### config.mk
export PLATFORM = sky130hd
export DESIGN_NAME = alu_arbiter_sequencer
export DESIGN_NICKNAME = d
export VERILOG_FILES = /design/src/rtl/alu_arbiter_sequencer.sv
export SDC_FILE = /design/constraint.sdc
export NUM_CORES = 1
export LEC_CHECK = 0
export CAP_MARGIN = 5
export CORE_MARGIN = 3
export CORE_UTILIZATION = 50
export CTS_CLUSTER_DIAMETER = 200
export DETAILED_ROUTE_END_ITERATION = 8
export GPL_ROUTABILITY_DRIVEN = 1
export PLACE_DENSITY = 0.76
export SYNTH_ARGS = -nofsm -noshare
export SYNTH_HDL_FRONTEND = slang
export SYNTH_SLANG_ARGS = --single-unit
### constraint.sdc
create_clock -name clk -period 2.7 [get_ports clk]
set_input_delay 0.81 -clock clk [delete_from_list [all_inputs] [get_ports clk]]
set_output_delay 0.81 -clock clk [all_outputs]
set_load 0.03 [all_outputs]
### src/rtl/alu_arbiter_sequencer.sv
// alu_arbiter_sequencer: round-robin sharing of one ALU between two requesters with a registered response
module arithmetic_logic_unit #(
  parameter int WIDTH = 8
) (
  input  logic [WIDTH-1:0] a_i,
  input  logic [WIDTH-1:0] b_i,
  input  logic [3:0]       op_i,
  output logic [WIDTH-1:0] result_o,
  output logic [3:0]       flags_o,
  output logic             illegal_o
);
  logic [WIDTH:0]     sum;
  logic [WIDTH:0]     dif;
  logic [2*WIDTH-1:0] rot;
  logic [WIDTH-1:0]   ramt;
  logic               c;
  logic               v;
  assign sum  = {1'b0, a_i} + {1'b0, b_i};
  assign dif  = {1'b0, a_i} + {1'b0, ~b_i} + (WIDTH+1)'(1);
  assign ramt = WIDTH'(b_i % WIDTH);
  assign rot  = {a_i, a_i} >> ramt;
  // Opcode decode; subtract carry is "no borrow" (carry out of a + ~b + 1)
  always_comb begin
    result_o  = '0;
    c         = 1'b0;
    v         = 1'b0;
    illegal_o = 1'b0;
    case (op_i)
      4'd0: result_o = a_i | b_i;
      4'd1: result_o = a_i ^ b_i;
      4'd2: result_o = a_i & b_i;
      4'd3: result_o = rot[WIDTH-1:0];
      4'd4: result_o = a_i >> b_i;
      4'd5: result_o = a_i << b_i;
      4'd8: begin
        result_o = sum[WIDTH-1:0];
        c        = sum[WIDTH];
        v        = (a_i[WIDTH-1] == b_i[WIDTH-1]) && (sum[WIDTH-1] != a_i[WIDTH-1]);
      end
      4'd9: begin
        result_o = dif[WIDTH-1:0];
        c        = dif[WIDTH];
        v        = (a_i[WIDTH-1] != b_i[WIDTH-1]) && (dif[WIDTH-1] != a_i[WIDTH-1]);
      end
      4'd10: result_o = $signed(a_i) >>> b_i;
      default: illegal_o = 1'b1;
    endcase
  end
  assign flags_o = {result_o[WIDTH-1], result_o == '0, c, v};
endmodule

module alu_arbiter_sequencer #(
  parameter int WIDTH = 8
) (
  input  logic             clk,
  input  logic             rst_n,
  input  logic             req0_valid,
  output logic             req0_ready,
  input  logic [WIDTH-1:0] req0_a,
  input  logic [WIDTH-1:0] req0_b,
  input  logic [3:0]       req0_op,
  input  logic             req1_valid,
  output logic             req1_ready,
  input  logic [WIDTH-1:0] req1_a,
  input  logic [WIDTH-1:0] req1_b,
  input  logic [3:0]       req1_op,
  output logic             resp_valid,
  input  logic             resp_ready,
  output logic             resp_id,
  output logic [WIDTH-1:0] resp_result,
  output logic [3:0]       resp_flags,
  output logic             resp_err,
  output logic             busy
);
  typedef enum logic [1:0] {IDLE, EXEC, RESP} state_t;
  state_t           state_q;
  logic             last_grant_q;
  logic [WIDTH-1:0] a_q;
  logic [WIDTH-1:0] b_q;
  logic [3:0]       op_q;
  logic             id_q;
  logic             resp_valid_q;
  logic             resp_id_q;
  logic [WIDTH-1:0] resp_result_q;
  logic [3:0]       resp_flags_q;
  logic             resp_err_q;
  logic             grant;
  logic             pick1;
  logic [WIDTH-1:0] alu_result;
  logic [3:0]       alu_flags;
  logic             alu_illegal;
  // The ALU only ever sees the captured operands, never the live request ports
  arithmetic_logic_unit #(.WIDTH(WIDTH)) u_alu (
    .a_i       (a_q),
    .b_i       (b_q),
    .op_i      (op_q),
    .result_o  (alu_result),
    .flags_o   (alu_flags),
    .illegal_o (alu_illegal)
  );
  // On a tie the requester not granted last wins; readys are held low while in reset
  assign pick1      = req1_valid && (!req0_valid || !last_grant_q);
  assign grant      = rst_n && (state_q == IDLE) && (req0_valid || req1_valid);
  assign req0_ready = grant && !pick1;
  assign req1_ready = grant && pick1;
  assign resp_valid  = resp_valid_q;
  assign resp_id     = resp_id_q;
  assign resp_result = resp_result_q;
  assign resp_flags  = resp_flags_q;
  assign resp_err    = resp_err_q;
  assign busy        = state_q != IDLE;
  // Sequencer: capture winner, execute once, hold response until accepted
  always_ff @(posedge clk or negedge rst_n) begin
    if (!rst_n) begin
      state_q       <= IDLE;
      last_grant_q  <= 1'b1;
      a_q           <= '0;
      b_q           <= '0;
      op_q          <= '0;
      id_q          <= 1'b0;
      resp_valid_q  <= 1'b0;
      resp_id_q     <= 1'b0;
      resp_result_q <= '0;
      resp_flags_q  <= '0;
      resp_err_q    <= 1'b0;
    end else begin
      case (state_q)
        IDLE: if (grant) begin
          a_q          <= pick1 ? req1_a : req0_a;
          b_q          <= pick1 ? req1_b : req0_b;
          op_q         <= pick1 ? req1_op : req0_op;
          id_q         <= pick1;
          last_grant_q <= pick1;
          state_q      <= EXEC;
        end
        EXEC: begin
          resp_result_q <= alu_illegal ? '0 : alu_result;
          resp_flags_q  <= alu_illegal ? '0 : alu_flags;
          resp_err_q    <= alu_illegal;
          resp_id_q     <= id_q;
          resp_valid_q  <= 1'b1;
          state_q       <= RESP;
        end
        RESP: if (resp_ready) begin
          resp_valid_q <= 1'b0;
          state_q      <= IDLE;
        end
        default: state_q <= IDLE;
      endcase
    end
  end
endmodule
==> results.json <==
{
  "finish.utilization_pct": 68.78,
  "fin_skew_ns": 0.01469,
  "yosysUniqueCellTypes": 69,
  "drtAntennaViolNets": 0,
  "htreeDepth": 2,
  "hold_depth": 1,
  "status": "complete, but fails checks",
  "highest_layer": "met4",
  "cp_max_fo": 5,
  "placed_cell_area_um2": 4832,
  "final_layout_size_suffix_gt1_share_pct": 21.23,
  "whs_ns": 0.4802,
  "dr_wl_met3_um": 1252,
  "setup_ws_ns": -0.02590,
  "ys_seq_elements": 38,
  "die_width_um": 93.89,
  "fill_cells": 598,
  "yosysTopAreaCell": "dfrtp_1",
  "synth-warning-count": 0,
  "grt_max_degree": 44,
  "drc": 0,
  "syn_nets": 522,
  "vias_per_cell": 6.415,
  "synthesis.area_um2": 3862,
  "wirelength_met1_um": 4960,
  "start_util_pct": 52.41,
  "drt_first_pass_iters": 6,
  "first_iter_violations": 603,
  "stdcell_area_um2": 5069,
  "die_h_um": 93.89,
  "reg2reg_slack_ns": -0.03,
  "maxCapViolCount": 0,
  "area_growth_syn_to_layout_pct": 31.23,
  "clk_latency_ns": 0.31,
  "p_clk_share_pct": 7.9,
  "fmax_mhz": 366.9,
  "slew_headroom_pct": 55.10,
  "post-dp-hpwl_um": 9379,
  "cts_tree": "yes",
  "wl_per_cell_um": 19.90,
  "crit_type": "reg -> reg",
  "power_frac_comb_pct": 74.8,
  "synth_top_area_share_pct": 23.97,
  "synth.top_cells.by_area": "dfrtp_1, mux2i_1, ha_1, mux4_2, o21ai_0",
  "internal_power_mw": 3.158,
  "powerDensity_nw_per_um2": 1242,
  "arrival_ns": 2.93,
  "crit_chain": "clkinvlp_4 > buf_4 > ha_1 > a211o_1 > a221oi_2 > o31a_1 > o211ai_1 > a221o_1 > o41ai_2",
  "cts_made_buffers": 5,
  "placeableCoreArea_um2": 7370,
  "antenna_found_initial": 0,
  "critPathMaxStageDelay_ns": 0.41,
  "totalWireLength_um": 12660,
  "dp.cells": 624,
  "hold_viol_final": 0,
  "grt_pass1_wl_um": 19830,
  "fin_crit_sh_pct": 101.0,
  "vias": 4080,
  "finalSetupViolCount": 1,
  "seq_power_share_pct": 17.4,
  "place_ws_ns": -0.1854,
  "grt_pass1_vias": 3875,
  "power.net_switching_mw": 3.139,
  "cp-start-kind": "register",
  "worstMarginPinSlew_ns": 0.6651,
  "nNetsFinal": 607,
  "worstRegToRegCells": 9,
  "rows": 31,
  "rsz0062_at_grt": "true",
  "cp.required_ns": 2.90,
  "crit_slowest_cell": "dfrtp_1",
  "instances_no_fill": 636,
  "fin_crit_ns": 2.726,
  "failed_checks": "negative setup slack",
  "n_antenna_cell": 0,
  "globalplace.congestion": 1.043,
  "postSynthCellCount": 451,
  "syn_area_per_cell_um2": 8.564,
  "io_pins": 63,
  "end_kind": "register",
  "port-buffer-count": 62,
  "cts-root-buf": "clkbuf_8",
  "hold_buffers": 0,
  "swShare_pct": 49.85,
  "grt_overflow": 0,
  "clock-sinks": 38,
  "wl_met2_um": 5673,
  "slew_violations": 0,
  "async_flop_share_pct": 100.0,
  "vdd_drop_max_uv": 652.9,
  "final_common_cell": "clkdlybuf4s50_1",
  "synthFlopType": "dfrtp_1",
  "synth_edf_count": 0,
  "die_area_um2": 8815,
  "track_usage_pct": 28.97,
  "leakage_nw": 2.186,
  "cts_buffer_depth": 2,
  "hp-class": "reg -> reg",
  "clk_pin_slew_ns": 0.09,
  "ys_seq_area_share_pct": 24.65,
  "final_cell_mix": "clkdlybuf4s50_1, buf_4, nand2_1"
}
==> metal layers <==
layer	track usage, %	vias to the layer above
li1	-	1838
met5	0	-
met2	46.30	300
met4	14.80	0
met3	4.808	81
met1	37.64	1861
==> worst max-delay path: cells and delay by family, from the launching register on <==
family / cells / cell delay (ns)
buf+inv: 2 / 0.37
flops: 1 / 0.41
fa+ha+maj: 1 / 0.17
compound gates: 6 / 1.70
==> cells by family after synthesis <==
logic type                 count (synthesis)  share of synthesized area, %
AOI/OAI and AO/OA                        140                         25.24
and+or+nand+nor                          130                         17.30
buffers and inverters                     68                         8.033
muxes                                     49                         15.97
DFF                                       38                         24.65
adders and majority gates                 26                         8.811
==> power groups by stage <==
stage / Combinational (mW) / Clock [mW] / Sequential (mW)
floorplan: 2.76 / 0 / 1.13
global placement: 4.24 / 0 / 1.07
detailed placement: 4.32 / 0 / 1.09
CTS: 4.45 / 0.507 / 1.07
global route: 5.03 / 0.528 / 1.12
finish: 4.71 / 0.496 / 1.09
==> what timing repair did <==
| action | 4_1_cts | 5_1_grt |
|---|---|---|
| endpoints found under the setup margin | 1 | 5 |
| buffers inserted | 3 | 1 |
| endpoints found under the hold margin | 0 | 0 |
| pin swaps | 5 | 8 |
| gates resized for setup | 7 | 16 |
==> flip-flops by register name, indices dropped and copies added, names as in the netlist <==
name and cells:
a_q 8, b_q 8, resp_result 8, op_q 4, resp_flags 3, state_q 2, id_q 1, last_grant_q 1
resp_err 1, resp_id 1, resp_valid 1
==> final cells by class <==
type                            instances  area (um^2)  area share (%)
Timing Repair Buffer                  119         1074           21.18
Multi-Input combinational cell        345         2699           53.25
Sequential cell                        38        952.2           18.79
Inverter                               27        106.4           2.098
Clock buffer                            5        68.82           1.358
Tap cell                               99        123.9           2.444
Clock inverter                          3        45.04          0.8887
==> stage by stage <==
| step | setup TNS (ns) | total power [mW] |
|---|---|---|
| 6_report | -0.02590 | 6.297 |
| 5_1_grt | -0.1231 | 6.680 |
| 3_3_place_gp | -0.01545 | 5.311 |
| 3_5_place_dp | -0.1854 | 5.410 |
| 4_1_cts | 0 | 6.035 |
| 2_1_floorplan | 0 | 3.888 |
==> cells in the mapped netlist (6+ instances only) <==
master	count
a21o_1	6
a21oi_1	19
a221o_1	6
a22oi_1	7
buf_4	11
clkbuf_1	23
dfrtp_1	37
ha_1	24
inv_1	25
mux2i_1	38
mux4_2	10
nand2_1	51
nand2b_1	8
nor2_1	26
nor3_1	12
o211ai_1	6
o21ai_0	39
==> worst paths after layout <==
path                         from              to
min in group asynchronous   rst_n  resp_result[4]
max in group asynchronous   rst_n    last_grant_q
hold / removal               id_q            id_q
setup reg to reg           b_q[1]   resp_flags[2]
setup / recovery           b_q[1]   resp_flags[2]
hold reg to reg              id_q            id_q
Power figures use the tool's default switching activity.
